File: src/rtl/multicycle_control_unit.sv
// Multi-cycle control sequencer for the MIPS8 datapath.
// Latency: 3 to 5 cycles per instruction with zero-wait memories, plus one cycle per memory wait.
// Backpressure: stalls in FETCH until im_ready and in MEM until dm_ready (optional timeout abort).
//
// Ports: clk/rst_n (async active-low); halt blocks new fetches; im_opcode/im_ready
// instruction memory; dm_ready data memory completion; flag_z/l/g for conditional
// jumps. Outputs drive PC, IR, register file, flags, data memory, datapath mux
// selects and alu_func, plus illegal_op/bus_error pulses, retired count, debug state.
module multicycle_control_unit #(
    parameter int OPCODE_W   = 5,
    parameter int ALU_FUNC_W = 3,
    parameter int CNT_W      = 16,
    parameter int TIMEOUT    = 0
) (
    input  logic                  clk,
    input  logic                  rst_n,
    input  logic                  halt,
    input  logic [OPCODE_W-1:0]   im_opcode,
    input  logic                  im_ready,
    input  logic                  dm_ready,
    input  logic                  flag_z,
    input  logic                  flag_l,
    input  logic                  flag_g,
    output logic                  im_req,
    output logic                  ir_write,
    output logic                  pc_inc,
    output logic                  pc_load,
    output logic                  dm_req,
    output logic                  dm_write,
    output logic                  reg_write,
    output logic                  flags_write,
    output logic                  is_move,
    output logic                  is_mem_access,
    output logic                  is_li,
    output logic                  is_imm,
    output logic [ALU_FUNC_W-1:0] alu_func,
    output logic                  illegal_op,
    output logic                  bus_error,
    output logic [CNT_W-1:0]      retired,
    output logic [2:0]            state
);

    localparam logic [OPCODE_W-1:0] OP_NOP  = OPCODE_W'(0);
    localparam logic [OPCODE_W-1:0] OP_ADD  = OPCODE_W'(1);
    localparam logic [OPCODE_W-1:0] OP_SUB  = OPCODE_W'(2);
    localparam logic [OPCODE_W-1:0] OP_OR   = OPCODE_W'(3);
    localparam logic [OPCODE_W-1:0] OP_AND  = OPCODE_W'(4);
    localparam logic [OPCODE_W-1:0] OP_XOR  = OPCODE_W'(5);
    localparam logic [OPCODE_W-1:0] OP_MOV  = OPCODE_W'(6);
    localparam logic [OPCODE_W-1:0] OP_LW   = OPCODE_W'(7);
    localparam logic [OPCODE_W-1:0] OP_SW   = OPCODE_W'(8);
    localparam logic [OPCODE_W-1:0] OP_LI   = OPCODE_W'(9);
    localparam logic [OPCODE_W-1:0] OP_ADDI = OPCODE_W'(10);
    localparam logic [OPCODE_W-1:0] OP_SUBI = OPCODE_W'(11);
    localparam logic [OPCODE_W-1:0] OP_CMP  = OPCODE_W'(12);
    localparam logic [OPCODE_W-1:0] OP_JZ   = OPCODE_W'(13);
    localparam logic [OPCODE_W-1:0] OP_JNZ  = OPCODE_W'(14);
    localparam logic [OPCODE_W-1:0] OP_JG   = OPCODE_W'(15);
    localparam logic [OPCODE_W-1:0] OP_JL   = OPCODE_W'(16);
    localparam logic [OPCODE_W-1:0] OP_JUMP = OPCODE_W'(17);

    // Wait counter only needs to reach TIMEOUT-1: the abort fires in the
    // TIMEOUT-th MEM cycle if dm_ready is still low.
    localparam int WAIT_W  = (TIMEOUT > 1) ? $clog2(TIMEOUT) : 1;
    localparam int TO_LAST = (TIMEOUT > 0) ? TIMEOUT - 1 : 0;

    typedef enum logic [2:0] {
        S_FETCH  = 3'd0,
        S_DECODE = 3'd1,
        S_EXEC   = 3'd2,
        S_MEM    = 3'd3,
        S_WB     = 3'd4
    } state_t;

    typedef struct packed {
        logic       is_move;
        logic       is_mem_access;
        logic       is_li;
        logic       is_imm;
        logic [2:0] alu;
    } sel_t;

    // Undefined opcodes fall through to the all-zero (NOP) selects.
    function automatic sel_t decode_sel(input logic [OPCODE_W-1:0] op);
        sel_t s;
        s = '0;
        case (op)
            OP_ADD:       s.alu = 3'd1;
            OP_ADDI:      begin s.alu = 3'd1; s.is_imm = 1'b1; end
            OP_SUB,
            OP_CMP:       s.alu = 3'd2;
            OP_SUBI:      begin s.alu = 3'd2; s.is_imm = 1'b1; end
            OP_AND:       s.alu = 3'd3;
            OP_OR:        s.alu = 3'd4;
            OP_XOR:       s.alu = 3'd5;
            OP_MOV:       s.is_move = 1'b1;
            OP_LW, OP_SW: s.is_mem_access = 1'b1;
            OP_LI:        s.is_li = 1'b1;
            default:      s = '0;
        endcase
        return s;
    endfunction

    state_t                state_q, state_d;
    logic [OPCODE_W-1:0]   op_q, op_d;
    sel_t                  sel_q, sel_d;
    logic [WAIT_W-1:0]     wait_q, wait_d;
    logic [CNT_W-1:0]      retired_q, retired_d;

    logic fetch_fire;
    logic retire;
    logic timeout_hit;
    logic op_illegal, op_sets_flags, op_needs_wb, op_is_mem, take_jump;

    // Instruction class of the latched opcode.
    always_comb begin
        op_illegal    = (op_q > OPCODE_W'(17));
        op_sets_flags = 1'b0;
        op_needs_wb   = 1'b0;
        op_is_mem     = 1'b0;
        take_jump     = 1'b0;
        case (op_q)
            OP_ADD, OP_SUB, OP_OR, OP_AND, OP_XOR, OP_ADDI, OP_SUBI: begin
                op_sets_flags = 1'b1;
                op_needs_wb   = 1'b1;
            end
            OP_CMP:         op_sets_flags = 1'b1;
            OP_MOV, OP_LI:  op_needs_wb   = 1'b1;
            OP_LW, OP_SW:   op_is_mem     = 1'b1;
            OP_JZ:          take_jump     = flag_z;
            OP_JNZ:         take_jump     = ~flag_z;
            OP_JG:          take_jump     = flag_g;
            OP_JL:          take_jump     = flag_l;
            OP_JUMP:        take_jump     = 1'b1;
            default:        ;
        endcase
    end

    assign fetch_fire  = (state_q == S_FETCH) && !halt && im_ready;
    assign timeout_hit = (TIMEOUT > 0) && (state_q == S_MEM) && !dm_ready &&
                         (wait_q == WAIT_W'(TO_LAST));

    // FSM state register
    always_ff @(posedge clk or negedge rst_n) begin
        if (!rst_n) begin
            state_q <= S_FETCH;
        end else begin
            state_q <= state_d;
        end
    end

    // FSM next state
    always_comb begin
        state_d = state_q;
        case (state_q)
            S_FETCH:  if (fetch_fire) state_d = S_DECODE;
            S_DECODE: state_d = S_EXEC;
            S_EXEC: begin
                if (op_is_mem)        state_d = S_MEM;
                else if (op_needs_wb) state_d = S_WB;
                else                  state_d = S_FETCH;
            end
            S_MEM: begin
                if (dm_ready)         state_d = (op_q == OP_LW) ? S_WB : S_FETCH;
                else if (timeout_hit) state_d = S_FETCH;
            end
            S_WB:     state_d = S_FETCH;
            default:  state_d = S_FETCH;
        endcase
    end

    // FSM outputs
    always_comb begin
        im_req      = 1'b0;
        ir_write    = 1'b0;
        pc_inc      = 1'b0;
        pc_load     = 1'b0;
        dm_req      = 1'b0;
        dm_write    = 1'b0;
        reg_write   = 1'b0;
        flags_write = 1'b0;
        illegal_op  = 1'b0;
        bus_error   = 1'b0;
        retire      = 1'b0;
        case (state_q)
            S_FETCH: begin
                im_req   = ~halt;
                ir_write = fetch_fire;
                pc_inc   = fetch_fire;
            end
            S_DECODE: illegal_op = op_illegal;
            S_EXEC: begin
                flags_write = op_sets_flags;
                pc_load     = take_jump;
                retire      = !op_is_mem && !op_needs_wb;
            end
            S_MEM: begin
                dm_req    = 1'b1;
                dm_write  = (op_q == OP_SW);
                bus_error = timeout_hit;
                retire    = dm_ready && (op_q == OP_SW);
            end
            S_WB: begin
                reg_write = 1'b1;
                retire    = 1'b1;
            end
            default: ;
        endcase
    end

    // Opcode, selects, wait counter and retire counter.
    // Selects load alongside op_q so they are valid from DECODE until the next fetch.
    always_comb begin
        op_d      = fetch_fire ? im_opcode : op_q;
        sel_d     = fetch_fire ? decode_sel(im_opcode) : sel_q;
        wait_d    = wait_q;
        if (state_q == S_EXEC) begin
            wait_d = '0;
        end else if (state_q == S_MEM && TIMEOUT > 0) begin
            wait_d = wait_q + WAIT_W'(1);
        end
        retired_d = retire ? retired_q + CNT_W'(1) : retired_q;
    end

    always_ff @(posedge clk or negedge rst_n) begin
        if (!rst_n) begin
            op_q      <= OP_NOP;
            sel_q     <= '0;
            wait_q    <= '0;
            retired_q <= '0;
        end else begin
            op_q      <= op_d;
            sel_q     <= sel_d;
            wait_q    <= wait_d;
            retired_q <= retired_d;
        end
    end

    assign is_move       = sel_q.is_move;
    assign is_mem_access = sel_q.is_mem_access;
    assign is_li         = sel_q.is_li;
    assign is_imm        = sel_q.is_imm;
    assign alu_func      = ALU_FUNC_W'(sel_q.alu);
    assign retired       = retired_q;
    assign state         = state_q;

endmodule
File: config.mk
export PLATFORM = sky130hd
export DESIGN_NAME = multicycle_control_unit
export DESIGN_NICKNAME = d
export VERILOG_FILES = /design/src/rtl/multicycle_control_unit.sv
export SDC_FILE = /design/constraint.sdc
export NUM_CORES = 1
export LEC_CHECK = 0
export BUFFER_PORTS_ARGS = -buffer_cell sky130_fd_sc_hd__buf_2
export CORE_AREA = 10 10 81 66
export CTS_CLUSTER_DIAMETER = 80
export DETAILED_ROUTE_END_ITERATION = 8
export DIE_AREA = 0 0 91 76
export HOLD_SLACK_MARGIN = 0.03
export PLACE_DENSITY = 0.78
export SKIP_LAST_GASP = 1
export SLEW_MARGIN = 10
export SYNTH_ARGS = -nofsm -noshare
export SYNTH_HDL_FRONTEND = slang
export SYNTH_SLANG_ARGS = --single-unit
File: constraint.sdc
create_clock -name clk -period 1.75 [get_ports clk]
set_input_delay 0.4375 -clock clk [delete_from_list [all_inputs] [get_ports clk]]
set_output_delay 0.4375 -clock clk [all_outputs]
set_load 0.005 [all_outputs]
==> impl_metrics.csv <==
group,metric,value,unit
sta,rsz0062_at_grt,"yes",
sta,fin_ws,-0.140,ns
cells_and_area,areaGrowthSynthToFinish,46.9,%
synth,synth.distinct_cells,52,
power,p_leak,1.20,nW
synth,synth_compound_area_share,15.9,%
sta,finalSetupViolCount,25,
synth,synth-seq-cells,31,
synth,synth_common_cells,"dfrtp_1 (31), nand2_1 (16), xor2_1 (16), a311oi_1 (10), nor2_1 (10)",
synth,synth.avg_cell_area,10.2,um^2
synth,syn-num-nets,198,
floorplanning,initial_core_util,48.7,%
synth,synth_most_common_cell,"dfrtp_1",
sta,fmax,529,MHz
floorplanning,io_pins,49,
routing,drt-pass1-iter-count,4,
cells_and_area,final_cell_area,2760,um^2
synth,ys_warn_count,0,
cts,ctsHoldBuffers,0,
run_status,violations,"negative setup slack",
run_status,status,"complete, but fails checks",
sta,slew_violations,0,
setup_path,critPathLaunchType,"register",
synth,synthXorXnorAreaFrac,7.94,%
power,p_per_area,1460,nW/um^2
routing,postRouteAntennaNets,0,
setup_path,crit_path_end_kind,"register",
synth,synth.top_cell.area_share,41.4,%
synth,synthCells,184,
cts,clk_path_buf_depth,2,
sta,finalWorstPathRequiredPeriod,1.89,ns
placement,numPortBuffers,47,
routing,postRouteWirelength,5560,um
setup_path,critPathMaxFanout,8,
global_routing,grt_usage,14.1,%
synth,synth_area,1880,um^2
sta,clock_skew,0.00711,ns
cts,clk_pin_slew_worst_paths,0.07,ns
sta,setup-tns-final,-1.96,ns
routing,vias,1762,
placement,dp_hpwl,3410,um
power,power.switching,1.67,mW
sta,post-route-period-util,108,%
sta,final-hold-violation-count,0,
setup_path,arrival,2.05,ns
global_routing,grt_pass1_wl,8270,um
placement,placedInstanceArea,2220,um^2
routing,initialDrtViolationCount,158,
global_routing,overflow,0,
cts,clock_latency,0.28,ns
setup_path,reg2reg_from,"op_q[2]",
routing,via_per_inst,5.63,
cells_and_area,fin_nets,272,
placement,gp_congestion,0.789,
synth,synth.mux.area_fraction,4.07,%
cts,h-tree-depth,2,
synth,synth_top_family_by_area,"simple AND/OR/NAND/NOR gates",
synth,synth_simple_gate_area_share,21.7,%
cells_and_area,drive_gt1_share,51.9,%
cells_and_area,num_antenna_cells,0,
cts,cts_sinks,31,
synth,synth_top_cell_by_area,"dfrtp_1",
power,ir_worst_vdd,636,uV
floorplanning,dieArea,6920,um^2
synth,synthFlopType,"dfrtp_1",
setup_path,rrSetupSlack,-0.14,ns
power,pwr-share-seq,31.7,%
cts,cts_tree,"done",
setup_path,worstReg2RegEnd,"retired[1]",
synth,synth-edff-count,0,
setup_path,crit_type,"reg -> reg",
setup_path,cp.required,1.91,ns
floorplanning,fp-row-count,20,
synth,synthAdderAreaFrac,0.667,%
floorplanning,core,3850,um^2
synth,synth_seq_area_share,41.4,%
power,p_int,2.36,mW
floorplanning,die_h,76,um
power,clock_power_share,14.3,%
cts,cts_buffers,5,
setup_path,rr_worst_depth,7,
global_routing,grt_max_degree,32,
global_routing,grt_pass1_vias,1688,
cells_and_area,fillers,286,
synth,synth_top_cells_by_area,"dfrtp_1 (41%), xor2_1 (7.5%), a311oi_1 (4.7%), buf_6 (4.2%), nand2_1 (3.2%)",
cts,root_buffer,"clkbuf_8",
cells_and_area,finish.utilization,71.5,%
min_path,hold_class,"in -> async",
routing,drcViolationCount,0,
run,drv_cap,0,
power,switching_share,41.5,%
routing,post_drt_wl_per_cell,17.8,um
power,combPwrFrac,54.0,%
power,power,4.03,mW
floorplanning,die-width,91,um
synth,synthArstFlopShare,100,%
global_routing,grt_antenna_before_repair,0,
==> routing by layer <==
layer / vias up / share of wire, % / GRT usage [%]
met5: - / 0 / 0
met1: 844 / 41 / 18.5
met4: 0 / 1.5 / 4.38
met2: 77 / 50 / 21.2
met3: 14 / 7.0 / 4.72
li1: 827 / - / -
==> through the flow <==
stage / hold slack (ns) / cells / setup WS [ns]
floorplan: 0.142 / 184 / 0.0199
global placement: 0.402 / 288 / -0.133
detailed placement: 0.405 / 288 / -0.186
CTS: 0.107 / 310 / -0.106
global route: 0.104 / 313 / -0.218
finish: 0.100 / 313 / -0.140
==> layout by cell type, fill, tap and decap left out, types with 4 or more instances in the layout <==
cell,instances
nand2_1,14
a311oi_2,6
clkbuf_8,6
nand3_1,6
buf_2,43
mux2_2,5
dfrtp_2,4
buf_6,13
dfrtp_1,27
xor2_1,16
buf_12,4
buf_4,24
nor2_1,10
==> state kept, by name, summed over array words and instances, names as in the netlist <==
signal         flops
is_mem_access      1
is_imm             1
retired           16
is_move            1
op_q               5
is_li              1
state              3
alu_func           3
==> area by class of cell <==
| cell class | instances | area (um^2) | share of cell area (%) |
|---|---|---|---|
| multi-input combinational | 129 | 1150 | 41.6 |
| sequential | 31 | 781 | 28.3 |
| timing repair buffer | 85 | 647 | 23.5 |
| clock buffer | 6 | 82.6 | 3.00 |
| tap | 55 | 68.8 | 2.50 |
| inverter | 6 | 25.0 | 0.908 |
| clock inverter | 1 | 5.00 | 0.182 |
==> repair_timing <==
action                                  CTS  global route
pin swaps                                 7            10
endpoints found under the setup margin   25            27
setup buffers                            15             5
gates resized for setup                  29            30
cloned                                    0             1
endpoints found under the hold margin     0             0
==> worst max-delay path, stage by stage, from the launching register on <==
cell and delay [ns]:
dfrtp_1 0.40, buf_6 0.15, buf_4 0.13, or3b_4 0.41
o311ai_4 0.13, buf_12 0.20, nand3_4 0.08, mux2_2 0.27
==> worst max-delay path by stage <==
stage	startpoint	to	cells after the start
finish	op_q[2]	retired[1]	7
global placement	op_q[3]	retired[0]	4
CTS	op_q[4]	dm_write	4
floorplan	state[2]	pc_inc	6
global route	op_q[2]	pc_load	6
detailed placement	op_q[0]	retired[0]	5
==> cell families (layout without fill, tap and decap cells) <==
logic type | Yosys count | count (layout)
AND/OR/NAND/NOR | 64 | 64
AO/OA/AOI/OAI | 39 | 39
flip-flops | 31 | 31
buffers and inverters | 24 | 98
XOR/XNOR | 17 | 17
multiplexers | 7 | 7
adder cells (fa/ha/maj) | 1 | 1
other | 1 | 1
==> power groups by stage <==
stage                     clock, mW  combinational (mW)  sequential, mW
after CTS                     0.574                1.83            1.25
after floorplan                   0                1.03            1.17
after global placement            0                1.47            1.23
after detailed placement          0                1.51            1.25
final                         0.575                2.18            1.28
after global routing          0.621                2.35            1.32
(Power assumes the default switching activity.)
